`src/rtl/load_hash_if.sv`:
```
// Hash memory read port: the loader drives the read strobe and address,
// and the memory returns h_data one cycle after each strobe.
interface load_hash_if #(
  parameter int AW = 3
);
  logic          h_read;
  logic [AW-1:0] h_read_address;
  logic [31:0]   h_data;

  modport master (
    output h_read,
    output h_read_address,
    input  h_data
  );

  modport slave (
    input  h_read,
    input  h_read_address,
    output h_data
  );
endinterface

```
`src/rtl/load_hash.sv`:
```
// load_hash: reads HASH_LENGTH 32-bit words from hash memory and assembles
// them into hash_vector, word 0 in the least-significant position.
// Optional build macro LOAD_HASH_BYTE_SWAP_EN byte-reverses each word before
// placement. The cycle timing is the same with or without the macro.
//
// state | meaning
// IDLE  | after reset, waiting for start
// READ  | issuing one read per cycle, addresses 0..HASH_LENGTH-1
// DRAIN | capturing the word returned for the last address
// DONE  | hash_vector complete; hash_valid held until the next start
module load_hash #(
  parameter int HASH_LENGTH = 8
) (
  input  logic                        clock,
  input  logic                        reset,
  input  logic                        start,
  load_hash_if.master                 mem,
  output logic [HASH_LENGTH*32-1:0]   hash_vector,
  output logic                        hash_valid,
  output logic                        busy
);

  localparam int AW = (HASH_LENGTH > 1) ? $clog2(HASH_LENGTH) : 1;
  localparam logic [AW-1:0] LAST_ADDR = AW'(HASH_LENGTH - 1);

  typedef enum logic [1:0] {IDLE, READ, DRAIN, DONE} state_t;

  state_t                    state_q, state_d;
  logic [AW-1:0]             cnt_q, cnt_d;
  logic                      pend_q, pend_d;
  logic [AW-1:0]             cap_idx_q, cap_idx_d;
  logic [HASH_LENGTH*32-1:0] vec_q, vec_d;
  logic                      rd;
  logic [31:0]               word;

  // State, counter, capture flag and vector registers with synchronous reset.
  always_ff @(posedge clock) begin
    if (reset) begin
      state_q   <= IDLE;
      cnt_q     <= '0;
      pend_q    <= 1'b0;
      cap_idx_q <= '0;
      vec_q     <= '0;
    end else begin
      state_q   <= state_d;
      cnt_q     <= cnt_d;
      pend_q    <= pend_d;
      cap_idx_q <= cap_idx_d;
      vec_q     <= vec_d;
    end
  end

  // Next-state and read control. The counter returns to 0 on leaving READ
  // so it never wraps past the last address.
  always_comb begin
    state_d = state_q;
    cnt_d   = cnt_q;
    rd      = 1'b0;
    case (state_q)
      IDLE, DONE: begin
        if (start) begin
          state_d = READ;
          cnt_d   = '0;
        end
      end
      READ: begin
        rd = 1'b1;
        if (cnt_q == LAST_ADDR) begin
          state_d = DRAIN;
          cnt_d   = '0;
        end else begin
          cnt_d = cnt_q + AW'(1);
        end
      end
      DRAIN:   state_d = DONE;
      default: state_d = IDLE;
    endcase
  end

  // Optional byte reversal of the returned word.
  always_comb begin
`ifdef LOAD_HASH_BYTE_SWAP_EN
    word = {mem.h_data[7:0], mem.h_data[15:8], mem.h_data[23:16], mem.h_data[31:24]};
`else
    word = mem.h_data;
`endif
  end

  // Capture path: remember which address was read, then write its word into
  // the vector on the following cycle. Untouched words keep their old value.
  always_comb begin
    pend_d    = rd;
    cap_idx_d = cnt_q;
    vec_d     = vec_q;
    if (pend_q) begin
      vec_d[int'(cap_idx_q)*32 +: 32] = word;
    end
  end

  // Outputs decoded from the registered state.
  always_comb begin
    mem.h_read         = rd;
    mem.h_read_address = rd ? cnt_q : '0;
    busy               = (state_q == READ) || (state_q == DRAIN);
    hash_valid         = (state_q == DONE);
    hash_vector        = vec_q;
  end

endmodule
```
`src/flat_wrapper.sv`:
```
// flat-port wrapper written by rule: the top's interface ports become plain ports
module load_hash_flat 
#(
  parameter int HASH_LENGTH = 8
)
  (clock, reset, start, hash_vector, hash_valid, busy, mem_h_read, mem_h_read_address, mem_h_data);
  load_hash_if mem_i ();
  input  logic clock;
  input  logic reset;
  input  logic start;
  output logic [HASH_LENGTH*32-1:0] hash_vector;
  output logic hash_valid;
  output logic busy;
  output wire logic [$bits(mem_i.h_read)-1:0] mem_h_read;
  output wire logic [$bits(mem_i.h_read_address)-1:0] mem_h_read_address;
  input wire logic [$bits(mem_i.h_data)-1:0] mem_h_data;
  assign mem_h_read = mem_i.h_read;
  assign mem_h_read_address = mem_i.h_read_address;
  assign mem_i.h_data = mem_h_data;
  load_hash #(.HASH_LENGTH(HASH_LENGTH)) u_core (.clock(clock), .reset(reset), .start(start), .mem(mem_i), .hash_vector(hash_vector), .hash_valid(hash_valid), .busy(busy));
endmodule
```
`config.mk`:
```
export PLATFORM = sky130hd
export DESIGN_NAME = load_hash_flat
export DESIGN_NICKNAME = d
export VERILOG_FILES = /design/src/rtl/load_hash_if.sv /design/src/rtl/load_hash.sv /design/src/flat_wrapper.sv
export SDC_FILE = /design/constraint.sdc
export NUM_CORES = 1
export LEC_CHECK = 0
export ABC_CLOCK_PERIOD_IN_PS = 4370
export CAP_MARGIN = 40
export CORE_ASPECT_RATIO = 1.2
export CORE_MARGIN = 1.5
export CORE_UTILIZATION = 40
export CTS_BUF_LIST = sky130_fd_sc_hd__clkbuf_2 sky130_fd_sc_hd__clkbuf_4 sky130_fd_sc_hd__clkbuf_8
export CTS_CLUSTER_DIAMETER = 100
export CTS_CLUSTER_SIZE = 10
export DETAILED_ROUTE_END_ITERATION = 8
export HOLD_SLACK_MARGIN = 0.12
export MAX_ROUTING_LAYER = met4
export PLACE_DENSITY = 0.68
export SYNTH_ARGS = -nofsm -noshare
export SYNTH_HDL_FRONTEND = slang
export SYNTH_SLANG_ARGS = --single-unit
```
`constraint.sdc`:
```
create_clock -name clock -period 4.37 [get_ports clock]
set_input_delay 1.0925 -clock clock [delete_from_list [all_inputs] [get_ports clock]]
set_output_delay 1.0925 -clock clock [all_outputs]
set_load 0.03 [all_outputs]
```
# [Word-level counts from Yosys, hierarchy flattened]
# Cells that the tools add are included.
[word_totals] word_cells=30 output_inout_bits=262 regBits=265 inputBits=35
[op_classes] n_reduce_logical=6 add_sub_neg=2 n_shift=2 muxes=9 eq_ne=6
[op_table] cell="$bwmux W256" count=1
[op_table] cell="$shift A32 B33 Y256 const A" count=1
[op_table] cell="$shiftx A32 B33 Y256" count=1
[op_table] cell="$neg A8 Y33" count=1
[op_table] cell="$mux W3" count=3
[op_table] cell="$pmux W2 S3" count=1
[op_table] cell="$pmux W3 S2" count=1
[op_table] cell="$eq A2 B2 Y1 const B" count=2
[op_table] cell="$mux W2" count=2
[op_table] cell="$reduce_and A2 Y1" count=2
[op_table] cell="$add A3 B1 Y3 const B" count=1
[op_table] cell="$eq A3 B3 Y1 const B" count=1
[op_table] cell="$eq A2 B1 Y1 const B" count=1
[op_table] cell="$logic_not A2 Y1" count=1
[op_table] cell="$ne A2 B1 Y1 const B" count=1
[op_table] cell="$ne A2 B2 Y1 const B" count=1
[op_table] cell="$reduce_bool A2 Y1" count=1
[op_table] cell="$reduce_or A2 Y1" count=1
[op_table] cell="$logic_or A1 B1 Y1" count=1
[op_table] cell="$mux W1" count=1

# [Depth between registers and ports, before layout]
[depth] depth_word=4 mapped_depth=11

# [Least setup slack after synthesis]
# No wires, ideal clock.
[synth_path] kind="register -> register" from="register u_core.cap_idx_q[0]" to="register u_core.vec_q[136], in the netlist u_core.hash_vector[136]" arrival_time_ns=2.412 path_stages_with_launch=11 setup_ns=0.072 path_slack_ns=1.887 period_less_slack_ns=2.483 cell_sequence="dfxtp_1 buf_6 clkbuf_1 inv_1 ha_1 ha_1 or3b_4 nor4b_1 buf_2 buf_4 mux2i_1"
[synth_between] elab_chain_len=3 elab_cells_between_ends=4 classes_between="1 x add/sub; 2 x shift; 1 x mux"
[synth_rtl] item="start: declaration" line="load_hash.sv:31" text="logic [AW-1:0] cap_idx_q, cap_idx_d;"
[synth_rtl] item="start signal: assignment" line="load_hash.sv:48" text="cap_idx_q <= cap_idx_d;"
[synth_rtl] item="$neg A8 Y33 *" line="load_hash.sv:96" text="vec_d[int'(cap_idx_q)*32 +: 32] = word;"
[synth_rtl] item="$shiftx A32 B33 Y256 / $shift A32 B33 Y256 (equally long branches)" line="load_hash.sv:96"
[synth_rtl] item="$bwmux W256 *" line="load_hash.sv:96"
[synth_rtl] item="end signal: assignment" line="load_hash.sv:49" text="vec_q <= vec_d;"
[synth_rtl] item="end: declaration" line="load_hash.sv:32" text="logic [HASH_LENGTH*32-1:0] vec_q, vec_d;"
# Every way passes the cells marked *; elsewhere a longest branch is shown, timed or not.
# A chain may end at the register's enable or synchronous reset.

# [Worst setup path after layout]
[layout_path] from="register u_core.cap_idx_q[0]" to="register u_core.vec_q[74], in the netlist u_core.hash_vector[74]"
# The elaborated chain is that of the path after synthesis.

==> metrics.md <==
| Metric | Value |
|---|---|
| Status | complete, but fails checks |
| Failing checks | DRC |
| Post-Syn Instances | around 1,200 |
| Worst VDD drop | approximately 0.21 mV |
| Avg Cell Area, Syn | slightly below 9 sq um |
| Area of the multi-input gates | around 5000 sq um |
| Initial antenna violation count | 0 |
| Busiest grt layer | met2 |
| Final instance area | between 10,000 and 15,000 sq um |
| Seq/Total Area, Yosys | 0.4913 |
| CTS tree | yes |
| Met2 Resource Use GR | 0.4437 |
| Logic gate share of total power | 0.184 |
| Critical path class | reg2reg |
| Netlist Area Pre-Place | approximately 11,000 sq um |
| Post-Layout Cell Count | around 1,800 |
| Sw Pwr | 1.476 mW |
| Fillers | 2,391 |
| Switching Share | 0.3020 |
| Final #Nets | ~1,500 |
| TritonRoute pass-1 iters | 8 |
| Drt drc | 21 |
| Most frequent CP cell | ha_1 |
| #FFs+latches synth | approximately 270 |
| Crit-path max cell delay | between 800 and 900 ps |
| Cts-stage hold buffer count | 0 |
| Hold WS | around 460 ps |
| Worst Max-Slew Pin Slew | 874.7 ps |
| Setup Buffers After CTS | 0 |
| Area post-placement | about 14,000 sq um |
| Number of top-level pins | 297 |
| Worst path slowest cell | ha_1 |
| TNS Setup | 0 ps |
| Die W | about 150 um |
| Critical Path Source Type | flop |
| Post-synth net total | ~1,300 |
| Post-cts resize count | 0 |
| Core footprint | roughly 26,000 sq um |
| H-tree depth | 1 |
| Pwr per Cell Area | approximately 340 nW/um^2 |
| Synth warn | 0 |
| Die Ht | roughly 180 um |
| Clock Power Share | 0.299 |
| Hold crit path type | reg2reg |
| GR Layer Usage met1 | 0.3422 |
| Unrepaired setup endpoints after global routing | no |
| DR vias/cell | roughly 5.7 |
| Pin count of the biggest net entering global routing | 90 |
| HPWL after DPL | roughly 26,000 um |
| Yosys cell types | between 40 and 50 |
| Dominant synthesized flop cell | dfxtp_1 |
| Port Buf Inserts | 296 |
| Seq pwr share | 0.516 |
| Worst path required time | approximately 5000 ps |
| Worst Skew | just under 30 ps |
| Max frequency | 0.3064 GHz |
| Worst-Skew Late Latency | just under 600 ps |
| Per-cell routed wire length | 21.45 um |
| Layout area overhead | 33.53% |
| FP Rows | 65 |
| Via count | just over 10,000 |
| Critical Path End Type | flop |
| Routing usage on met3 | 0.04206 |
| Asr flop ratio synth | 0 |
| CP max FO | 37 |
| Inserted Diodes | 0 |
| Starting density of the core | 0.4086 |
| Clock tree sinks | ~270 |
| CP arrival | between 3000 and 4000 ps |
| Storage cell area | about 5300 sq um |
| GRT Util Overall | 0.2709 |
| WL final | roughly 38,000 um |
| Commonest non-fill, non-tap cell in the layout | clkdlybuf4s50_1 |
| Reg clk slew, reported paths | 70 ps |
| Vias in the first global route | just under 10,000 |
| Final setup viols | 0 |
| CTS Buffer Depth | 3 |
| First-pass GRT wire length | between 50,000 and 60,000 um |
| Maxcap violations | 0 |
| Slew headroom | 0.4168 |
| GP Congestion | 0.8174 |
| Internal power | about 3.4 mW |
| Die area | around 28,000 sq um |
| Number of enable flip-flop cells after synthesis | 0 |
| Worst-path cell chain | buf_4 > inv_1 > ha_1 > ha_1 > nand2_1 > or3_2 > buf_12 > o31ai_1 |
| Commonest non-fill, non-tap cells in the layout | 295 x clkdlybuf4s50_1, 265 x dfxtp_1, 172 x nand2_1 |
| Ratio of cells with drive above 1 in the final layout | 0.05467 |
| Final core utilization | 0.5456 |
| Pleak | 5.335 nW |
| Clock root cell | clkbuf_8 |
| CTS Buf Count | 30 |
| Final hold vios | 0 |
| Overflow after GRT | 0 |
| Antenna-violating nets left | 0 |
| Max-slew violations | 0 |
| Placed Cells incl. Taps | 1,748 |
| Tmin final | between 3000 and 4000 ps |
| Part of the cycle the worst path needs | 0.7468 |
| Initial DRC Count | slightly below 1,000 |
-- power by group through the flow --
stage	sequential [mW]	combinational, mW	clock, mW
3_3_place_gp	2.58	0.868	0
5_1_grt	2.53	0.954	1.59
3_5_place_dp	2.58	0.895	0
2_1_floorplan	2.66	0.455	0
6_report	2.52	0.900	1.46
4_1_cts	2.52	0.898	1.49
-- kinds of logic (layout without fill, tap and decap cells) --
| kind of cell | after synthesis | in the layout | share of synthesized area |
|---|---|---|---|
| adders and majority gates | 8 | 8 | 0.009269 |
| buffers and inverters | 137 | 361 | 0.05353 |
| DFF | 265 | 265 | 0.4913 |
| muxes | 125 | 125 | 0.1160 |
| AOI/OAI and AO/OA | 258 | 258 | 0.1255 |
| and+or+nand+nor | 428 | 428 | 0.2045 |
-- routing by layer --
layer / routed length [um] / share of wire
met5: 0 / 0
met3: 2879 / 0.075
met2: 18170 / 0.48
met1: 15770 / 0.41
met4: 1355 / 0.035
-- worst max-delay path, delay by kind of cell (launching register included) --
family          cells  cell delay (ps)
fa+ha+maj           2             1100
simple gates        2              860
buf+inv             3              700
flops               1              310
compound gates      1              180
-- area by class of cell --
cell class / count / share of cell area
Clock inverter: 1 / 0.0005206
Tap cell: 335 / 0.02907
Sequential cell: 265 / 0.3679
Clock buffer: 31 / 0.02959
Timing Repair Buffer: 323 / 0.2263
Inverter: 6 / 0.001909
Multi-Input combinational cell: 819 / 0.3447
-- per-stage QoR --
step / total power [mW] / setup WS [ps]
6_report: 4.888 / 1107
2_1_floorplan: 3.119 / 1887
5_1_grt: 5.070 / 910.2
3_5_place_dp: 3.475 / 1145
4_1_cts: 4.909 / 1078
3_3_place_gp: 3.446 / 1138
-- state kept, by name, summed over array words and instances (netlist names) --
| signal | flops |
|---|---|
| u_core.state_q | 2 |
| u_core.hash_vector | 256 |
| u_core.cap_idx_d | 3 |
| u_core.pend_q | 1 |
| u_core.cap_idx_q | 3 |
-- Yosys cell counts (3+ instances only) --
cell type / n / share of area
buf_2: 15 / 0.0070
o311ai_0: 4 / 0.0032
or3_1: 3 / 0.0017
ha_1: 8 / 0.0093
nand3_1: 86 / 0.040
and2_1: 5 / 0.0029
clkbuf_1: 107 / 0.037
and3b_1: 20 / 0.016
o21ai_0: 123 / 0.057
nor2b_1: 8 / 0.0046
inv_1: 5 / 0.0017
buf_6: 5 / 0.0052
dfxtp_1: 265 / 0.49
o41ai_1: 3 / 0.0024
nor3b_1: 5 / 0.0035
nand4_1: 105 / 0.061
a32oi_1: 3 / 0.0024
a21oi_1: 116 / 0.054
nand2_1: 173 / 0.060
mux2i_1: 124 / 0.11
o211ai_1: 5 / 0.0035
nor2_1: 7 / 0.0024
nand2b_1: 4 / 0.0023
-- worst paths after layout --
check | start | end | slack, ps | cells after the start
hold / removal | u_core.hash_vector[86] | u_core.hash_vector[86] | 460 | 2
setup / recovery | u_core.cap_idx_q[0] | u_core.hash_vector[74] | 1110 | 8
setup reg to reg | u_core.cap_idx_q[0] | u_core.hash_vector[74] | 1110 | 8
hold reg to reg | u_core.hash_vector[86] | u_core.hash_vector[86] | 460 | 2
Power figures use the tool's default switching activity.
